File: src/rtl/ram_rom_pkg.sv
// ram_rom_pkg: default widths and the fixed ROM program table.
// The table holds ROM[a] = a for 0..6; slot 7 is unused and reads 0.
package ram_rom_pkg;

    localparam int DEF_DATA_W     = 8;
    localparam int DEF_RAM_ADDR_W = 4;
    localparam int DEF_ROM_ADDR_W = 3;
    localparam int DEF_ROM_DATA_W = 3;
    localparam int ROM_DEPTH      = 1 << DEF_ROM_ADDR_W;

    localparam logic [DEF_ROM_DATA_W-1:0] ROM_TABLE [ROM_DEPTH] = '{
        3'd0, 3'd1, 3'd2, 3'd3, 3'd4, 3'd5, 3'd6, 3'd0
    };

    function automatic logic [DEF_ROM_DATA_W-1:0] rom_word(
        input logic [DEF_ROM_ADDR_W-1:0] a
    );
        return ROM_TABLE[a];
    endfunction

endpackage

File: src/rtl/ram_rom_storage.sv
// ram_rom_storage: RAM array with a write-through registered read port.
// With RAM_CLEAR_EN defined, reset also clears every word.
module ram_rom_storage
    import ram_rom_pkg::*;
#(
    parameter int DATA_W     = DEF_DATA_W,
    parameter int RAM_ADDR_W = DEF_RAM_ADDR_W
) (
    input  logic                  clock,
    input  logic                  reset,
    input  logic                  ram_enable,
    input  logic                  we,
    input  logic [RAM_ADDR_W-1:0] addr_ram,
    input  logic [DATA_W-1:0]     data_in,
    output logic [DATA_W-1:0]     data_out
);

    localparam int DEPTH = 1 << RAM_ADDR_W;

    logic [DATA_W-1:0] dout_q;
    logic [DATA_W-1:0] dout_d;
    logic              wr_en;

    assign wr_en = ram_enable & we;

`ifdef RAM_CLEAR_EN
    logic [DATA_W-1:0] mem_q [DEPTH];

    always_ff @(posedge clock or negedge reset) begin
        if (!reset) begin
            for (int i = 0; i < DEPTH; i++) begin
                mem_q[i] <= '0;
            end
        end else if (wr_en) begin
            mem_q[addr_ram] <= data_in;
        end
    end
`else
    // Power-up contents are zero; reset leaves the array untouched.
    logic [DATA_W-1:0] mem_q [DEPTH] = '{default: '0};

    always_ff @(posedge clock) begin
        if (reset && wr_en) begin
            mem_q[addr_ram] <= data_in;
        end
    end
`endif

    always_comb begin
        dout_d = dout_q;
        if (ram_enable) begin
            dout_d = we ? data_in : mem_q[addr_ram];
        end
    end

    always_ff @(posedge clock or negedge reset) begin
        if (!reset) begin
            dout_q <= '0;
        end else begin
            dout_q <= dout_d;
        end
    end

    assign data_out = dout_q;

endmodule

File: src/rtl/ram_rom.sv
// ram_rom: independent RAM port and registered constant ROM lookup.
// Optional macro RAM_CLEAR_EN makes reset clear the RAM array too.
module ram_rom
    import ram_rom_pkg::*;
#(
    parameter int DATA_W     = DEF_DATA_W,
    parameter int RAM_ADDR_W = DEF_RAM_ADDR_W,
    parameter int ROM_ADDR_W = DEF_ROM_ADDR_W,
    parameter int ROM_DATA_W = DEF_ROM_DATA_W
) (
    input  logic                  clock,
    input  logic                  reset,
    input  logic                  ram_enable,
    input  logic                  we,
    input  logic [RAM_ADDR_W-1:0] addr_ram,
    input  logic [DATA_W-1:0]     data_in,
    output logic [DATA_W-1:0]     data_out,
    input  logic                  rom_enable,
    input  logic [ROM_ADDR_W-1:0] pc_count,
    output logic [ROM_DATA_W-1:0] opcode
);

    logic [ROM_DATA_W-1:0] opcode_q;
    logic [ROM_DATA_W-1:0] opcode_d;

    ram_rom_storage #(
        .DATA_W     (DATA_W),
        .RAM_ADDR_W (RAM_ADDR_W)
    ) u_storage (
        .clock      (clock),
        .reset      (reset),
        .ram_enable (ram_enable),
        .we         (we),
        .addr_ram   (addr_ram),
        .data_in    (data_in),
        .data_out   (data_out)
    );

    always_comb begin
        opcode_d = opcode_q;
        if (rom_enable) begin
            opcode_d = ROM_DATA_W'(rom_word(DEF_ROM_ADDR_W'(pc_count)));
        end
    end

    always_ff @(posedge clock or negedge reset) begin
        if (!reset) begin
            opcode_q <= '0;
        end else begin
            opcode_q <= opcode_d;
        end
    end

    assign opcode = opcode_q;

endmodule

File: config.mk
export PLATFORM = sky130hd
export DESIGN_NAME = ram_rom
export DESIGN_NICKNAME = d
export VERILOG_FILES = /design/src/rtl/ram_rom_pkg.sv /design/src/rtl/ram_rom_storage.sv /design/src/rtl/ram_rom.sv
export SDC_FILE = /design/constraint.sdc
export NUM_CORES = 1
export LEC_CHECK = 0
export ABC_AREA = 1
export CORE_ASPECT_RATIO = 2
export CORE_UTILIZATION = 59
export DETAILED_ROUTE_END_ITERATION = 16
export PLACE_DENSITY = 0.79
export REMOVE_ABC_BUFFERS = 1
export SYNTH_ARGS = -nofsm -noshare
export SYNTH_HDL_FRONTEND = slang
export SYNTH_SLANG_ARGS = --single-unit
File: constraint.sdc
create_clock -name clock -period 1.3 [get_ports clock]
set_clock_uncertainty 0.1 [all_clocks]
set_input_delay 0.195 -clock clock [delete_from_list [all_inputs] [get_ports clock]]
set_output_delay 0.195 -clock clock [all_outputs]
set_load 0.01 [all_outputs]
# Word level (Yosys, flattened, before mapping)

Memories as Yosys holds them, arrays and structs flattened. A register that Yosys moved wholly into a read port is not among the register bits.
Cells that the tools add are included.

Flip-flop bits (word level): 8
Latch bits: 0
Bits in writable memories: 128
ROM bits: 24
Bits of input ports: 20
Output and inout port bits: 11
Word-level logic and storage cells: 10
Memories kept: 2

Add/sub/neg operators: 0
$mul: 0
Divide/modulo/power cells: 0
Order comparisons: 0
Eq/ne operators: 0
Shift operators: 0
Muxes and demuxes: 3
Bitwise operators: 2
Reductions and logical operators: 2

Memory list:

| memory           | depth | width | rd ports | clocked after Yosys merged registers in | write ports | line                  | source |
|---|---|---|---|---|---|---|---|
| u_storage.mem_q  | 16    | 8     | 1        | 0                                       | 1           | ram_rom_storage.sv:40 | `logic [DATA_W-1:0] mem_q [DEPTH] = '{default: '0};` |
| (name not given) | 8     | 3     | 1        | 1                                       | 0           | ram_rom_pkg.sv:18     | `return ROM_TABLE[a];` |

Operators by type and width:

| kind                             | count |
|---|---|
| 8-bit two-way mux                | 1 |
| 3-bit inverter with 4-bit output | 1 |
| 1-bit two-way mux                | 2 |
| 1-bit AND                        | 1 |
| 1-bit logical AND                | 1 |
| 1-bit zero test                  | 1 |

# Longest topological paths before layout

Word-level depth: 4
Depth in mapped cells: 11
Depth with buffers taken out: 9

# Cells and area by module

Synthesis repeated with hierarchy kept, for this count alone.

Cells, all modules: 562
Area total of the unflattened synthesis: 5833.1 µm²

By module, submodules not included:

| module          | instances | cells an instance | area each (µm²) | sequential area each (µm²) |
|---|---|---|---|---|
| ram_rom_storage | 1         | 540               | 5686.7          | 4043.9 |
| ram_rom         | 1         | 22                | 146.4           | 75.1 |

# Least setup slack after synthesis

No wires, ideal clock.

Path kind: input to register
From: input addr_ram[1]
To: memory u_storage.mem_q[12][0] in the netlist's numbering, enable pin
Library setup time: 0.370 ns
Arrival: 1.239 ns
Data required time: 0.830 ns
Slack: -0.409 ns
Stages on the path: 5
Path buffers: 2
Path through: buf_2 -> inv_2 -> clkbuf_1 -> nand3_1 -> nor2_1

RTL lines:

| what        | line                  | source |
|---|---|---|
| from (decl) | ram_rom.sv:15         | `input logic [RAM_ADDR_W-1:0] addr_ram,` |
| to (decl)   | ram_rom_storage.sv:40 |  |

No word-level cell before the write port.

# Final worst setup path

From: memory u_storage.mem_q[0][4] in the netlist's numbering
To: register u_storage.dout_q[4] (netlist: u_storage.data_out[4])

Word-level cells in the longest chain between the ends: 2

Ends and longest elaborated chain:

| what                   | line                  | source |
|---|---|---|
| memory read 16 x 8 bit | -                     |  |
| 8-bit two-way mux      | ram_rom_storage.sv:52 | `dout_d = we ? data_in : mem_q[addr_ram];` |
| to (signal assigned)   | ram_rom_storage.sv:60 | `dout_q <= dout_d;` |
| to (decl)              | ram_rom_storage.sv:20 | `logic [DATA_W-1:0] dout_q;` |

Every way passes these cells.
A chain may end at the register's enable or synchronous reset.

==> results.toml <==
[run_status]
status = "complete, but fails checks"
violations = "negative setup slack"

[sta]
final_max_slew_viol_count = 0
rsz0062_at_grt = "true"
setup_viol = 3
setup_slack_ps = -53.0
min_period_over_period = 1.04
finalHoldViolations = 0
finalCriticalPeriod_ps = 1350
slew_headroom = 0.665
worst_pin_slew_ps = 502
maxClockFrequency_mhz = 739
holdWs_ps = 258

[drt]
drc_errors = 0
first_pass_iters = 8
routedWlPerCell_um = 20.1
antenna_left = 0
drtIter0Drc = 561
vias_per_cell = 5.67
num_vias = 4427
routed_wl_um = 15700

[global_route]
grt_pass1_vias = 4462
gr-total-overflow = 0
grt_max_degree = 48
grt_pass1_wl_um = 23600
antenna_found_initial = 0
grt_usage = 0.332

[logic_synthesis]
synth_warnings = 0
avgSynthCellArea_um2 = 10.6
synthCells = 549
ys_ff_latch = 139
yosysUniqueCellTypes = 19
netlist_area_um2 = 5810
ys_seq_area_frac = 0.708

[power_and_ir_drop]
swShare = 0.222
power_density_nw_per_um2 = 1450
p_int_w = 0.00827
p_comb_frac = 0.080
power_leakage_nw = 3.12
seqPwrFrac = 0.468
p_sw_w = 0.00237
p_clk_frac = 0.452
vdd_ir_drop_max_uv = 1440
finalPower_w = 0.0106

[place]
place_area_um2 = 6670
dp_hpwl_um = 10700
pre_cts_slack_ps = -728
gp_congestion = 1.02
place_inst = 748
io_buffers = 30

[clocking]
cts.sinks = 139
cts-root-buf = "clkbuf_16"
cts_tree = "done"
clock_latency_ps = 420
cts_made_buffers = 17
clk_pin_slew_ps = 60
htreeDepth = 4
ctsLongestPathBuffers = 2

[cells_and_area]
fin_area_um2 = 7360
layoutNonFillerInstCount = 781
antenna_cells = 0
nNetsFinal = 658
layout_commonest_cell = "nand2_1"
area_growth_pct = 26.6
final_cell_mix = "nand2_1 (261), edfxtp_1 (128), buf_4 (57)"
drive_gt1_frac = 0.223

[critical_path]
endpoint_kind = "flop"
cpMostUsedCell = "nand2_1"
cp-start-kind = "flop"
cpMaxStageDelayCell = "edfxtp_1"
critical_path.top_delay_family = "simple AND/OR/NAND/NOR gates"
cp_num_buf_inv = 0
critPathKind = "reg2reg"
required_ps = 1510
critPathMaxStageDelay_ps = 380
worstPathMaxFanout = 1
critPathArrivalTime_ps = 1560
crit_path_cell_trace = "nand2_1, nand2_1, nand2_2, nand2_1, nand2_1, nand3_2, o21bai_1, nand2_1"
r2r_slack_ps = -50

[die]
die_width_um = 72.2
core_area_um2 = 9450
top_level_ports = 31
die_h_um = 142
start_util = 0.615
row_count = 50
die_area_um2 = 10300

[job]
cap_viol_max_count = 0

[worst_hold_path]
hold_path_class = "in2reg"
[path summary, 6_finish.rpt]
check,from,to,cells after the start
setup / recovery,u_storage.mem_q[0][4]$_DFFE_PP_,u_storage.data_out[4]$_DFFE_PN0P_,8
hold / removal,ram_enable,u_storage.data_out[4]$_DFFE_PN0P_,5
setup reg to reg,u_storage.mem_q[0][4]$_DFFE_PP_,u_storage.data_out[4]$_DFFE_PN0P_,8
hold reg to reg,u_storage.data_out[3]$_DFFE_PN0P_,u_storage.data_out[3]$_DFFE_PN0P_,2
max in group asynchronous,reset,u_storage.data_out[0]$_DFFE_PN0P_,3
min in group asynchronous,reset,u_storage.data_out[7]$_DFFE_PN0P_,3
[synthesized netlist by cell type, drive strengths merged]
cell type,n,share of area
nor2,20,0.013
dfrtp,11,0.047
a21boi,1,0.0013
clkbuf,9,0.0058
edfxtp,128,0.66
o21bai,8,0.010
clkinv,1,0.00064
buf,15,0.014
mux2,1,0.0019
nand2,282,0.18
a31oi,2,0.0022
nand3,44,0.038
o21ai,16,0.014
mux2i,2,0.0034
inv,9,0.0058
[what timing repair did]
action                                  in CTS  in global routing
resized for setup                           67                 24
hold buffers                                 1                  0
endpoints found under the setup margin     147                  8
buffers inserted                             0                  0
endpoints found under the hold margin       11                  0
pin swaps                                    3                 30
[sequential cells by signal, indices dropped and copies added (netlist names)]
signal / count
opcode: 3
u_storage.data_out: 8
u_storage.mem_q: 128
[per-stage QoR]
step	setup TNS (ps)	utilization
after global routing	-523	0.779
after global placement	-83300	0.706
after detailed placement	-80160	0.706
final	-55.3	0.779
after floorplan	-51510	-
after CTS	0	0.771
[cell families (layout without fill, tap and decap cells)]
family,Yosys count,in the layout,synth area share
mux,3,3,0.00538
simple gates,346,346,0.233
buf+inv,34,136,0.0258
compound gates,27,27,0.0275
flops,139,139,0.708
[per-layer routing]
metal | up-vias | part of all wire | global-route usage
met2 | 270 | 0.53 | 0.574
met4 | 0 | 0.080 | 0.240
met5 | - | 0 | 0
met3 | 80 | 0.078 | 0.0892
met1 | 2066 | 0.31 | 0.332
li1 | 2011 | - | -
[worst reg2reg max path, stage by stage (launching register included)]
cell	delay, ps
edfxtp_1	380
nand2_1	90
nand2_1	80
nand2_2	90
nand2_1	60
nand2_1	80
nand3_2	90
o21bai_1	210
nand2_1	80
[power by group through the flow]
stage | registers, W | logic [W] | clock network [W]
after floorplan | 0.00509 | 0.000279 | 0
after global placement | 0.00507 | 0.000807 | 0
after detailed placement | 0.00507 | 0.000825 | 0
after CTS | 0.00498 | 0.000810 | 0.00482
after global routing | 0.00498 | 0.000910 | 0.00501
final | 0.00498 | 0.000848 | 0.00481
[cell type report]
cell class / instances / area [um2]
clock inverter: 15 / 174
inverter: 10 / 40.0
fill: 558 / 2090
clock buffer: 17 / 425
sequential: 139 / 4120
tap: 130 / 163
timing repair buffer: 94 / 764
multi-input combinational: 376 / 1670
No activity file was read; power rests on OpenSTA's default activity.
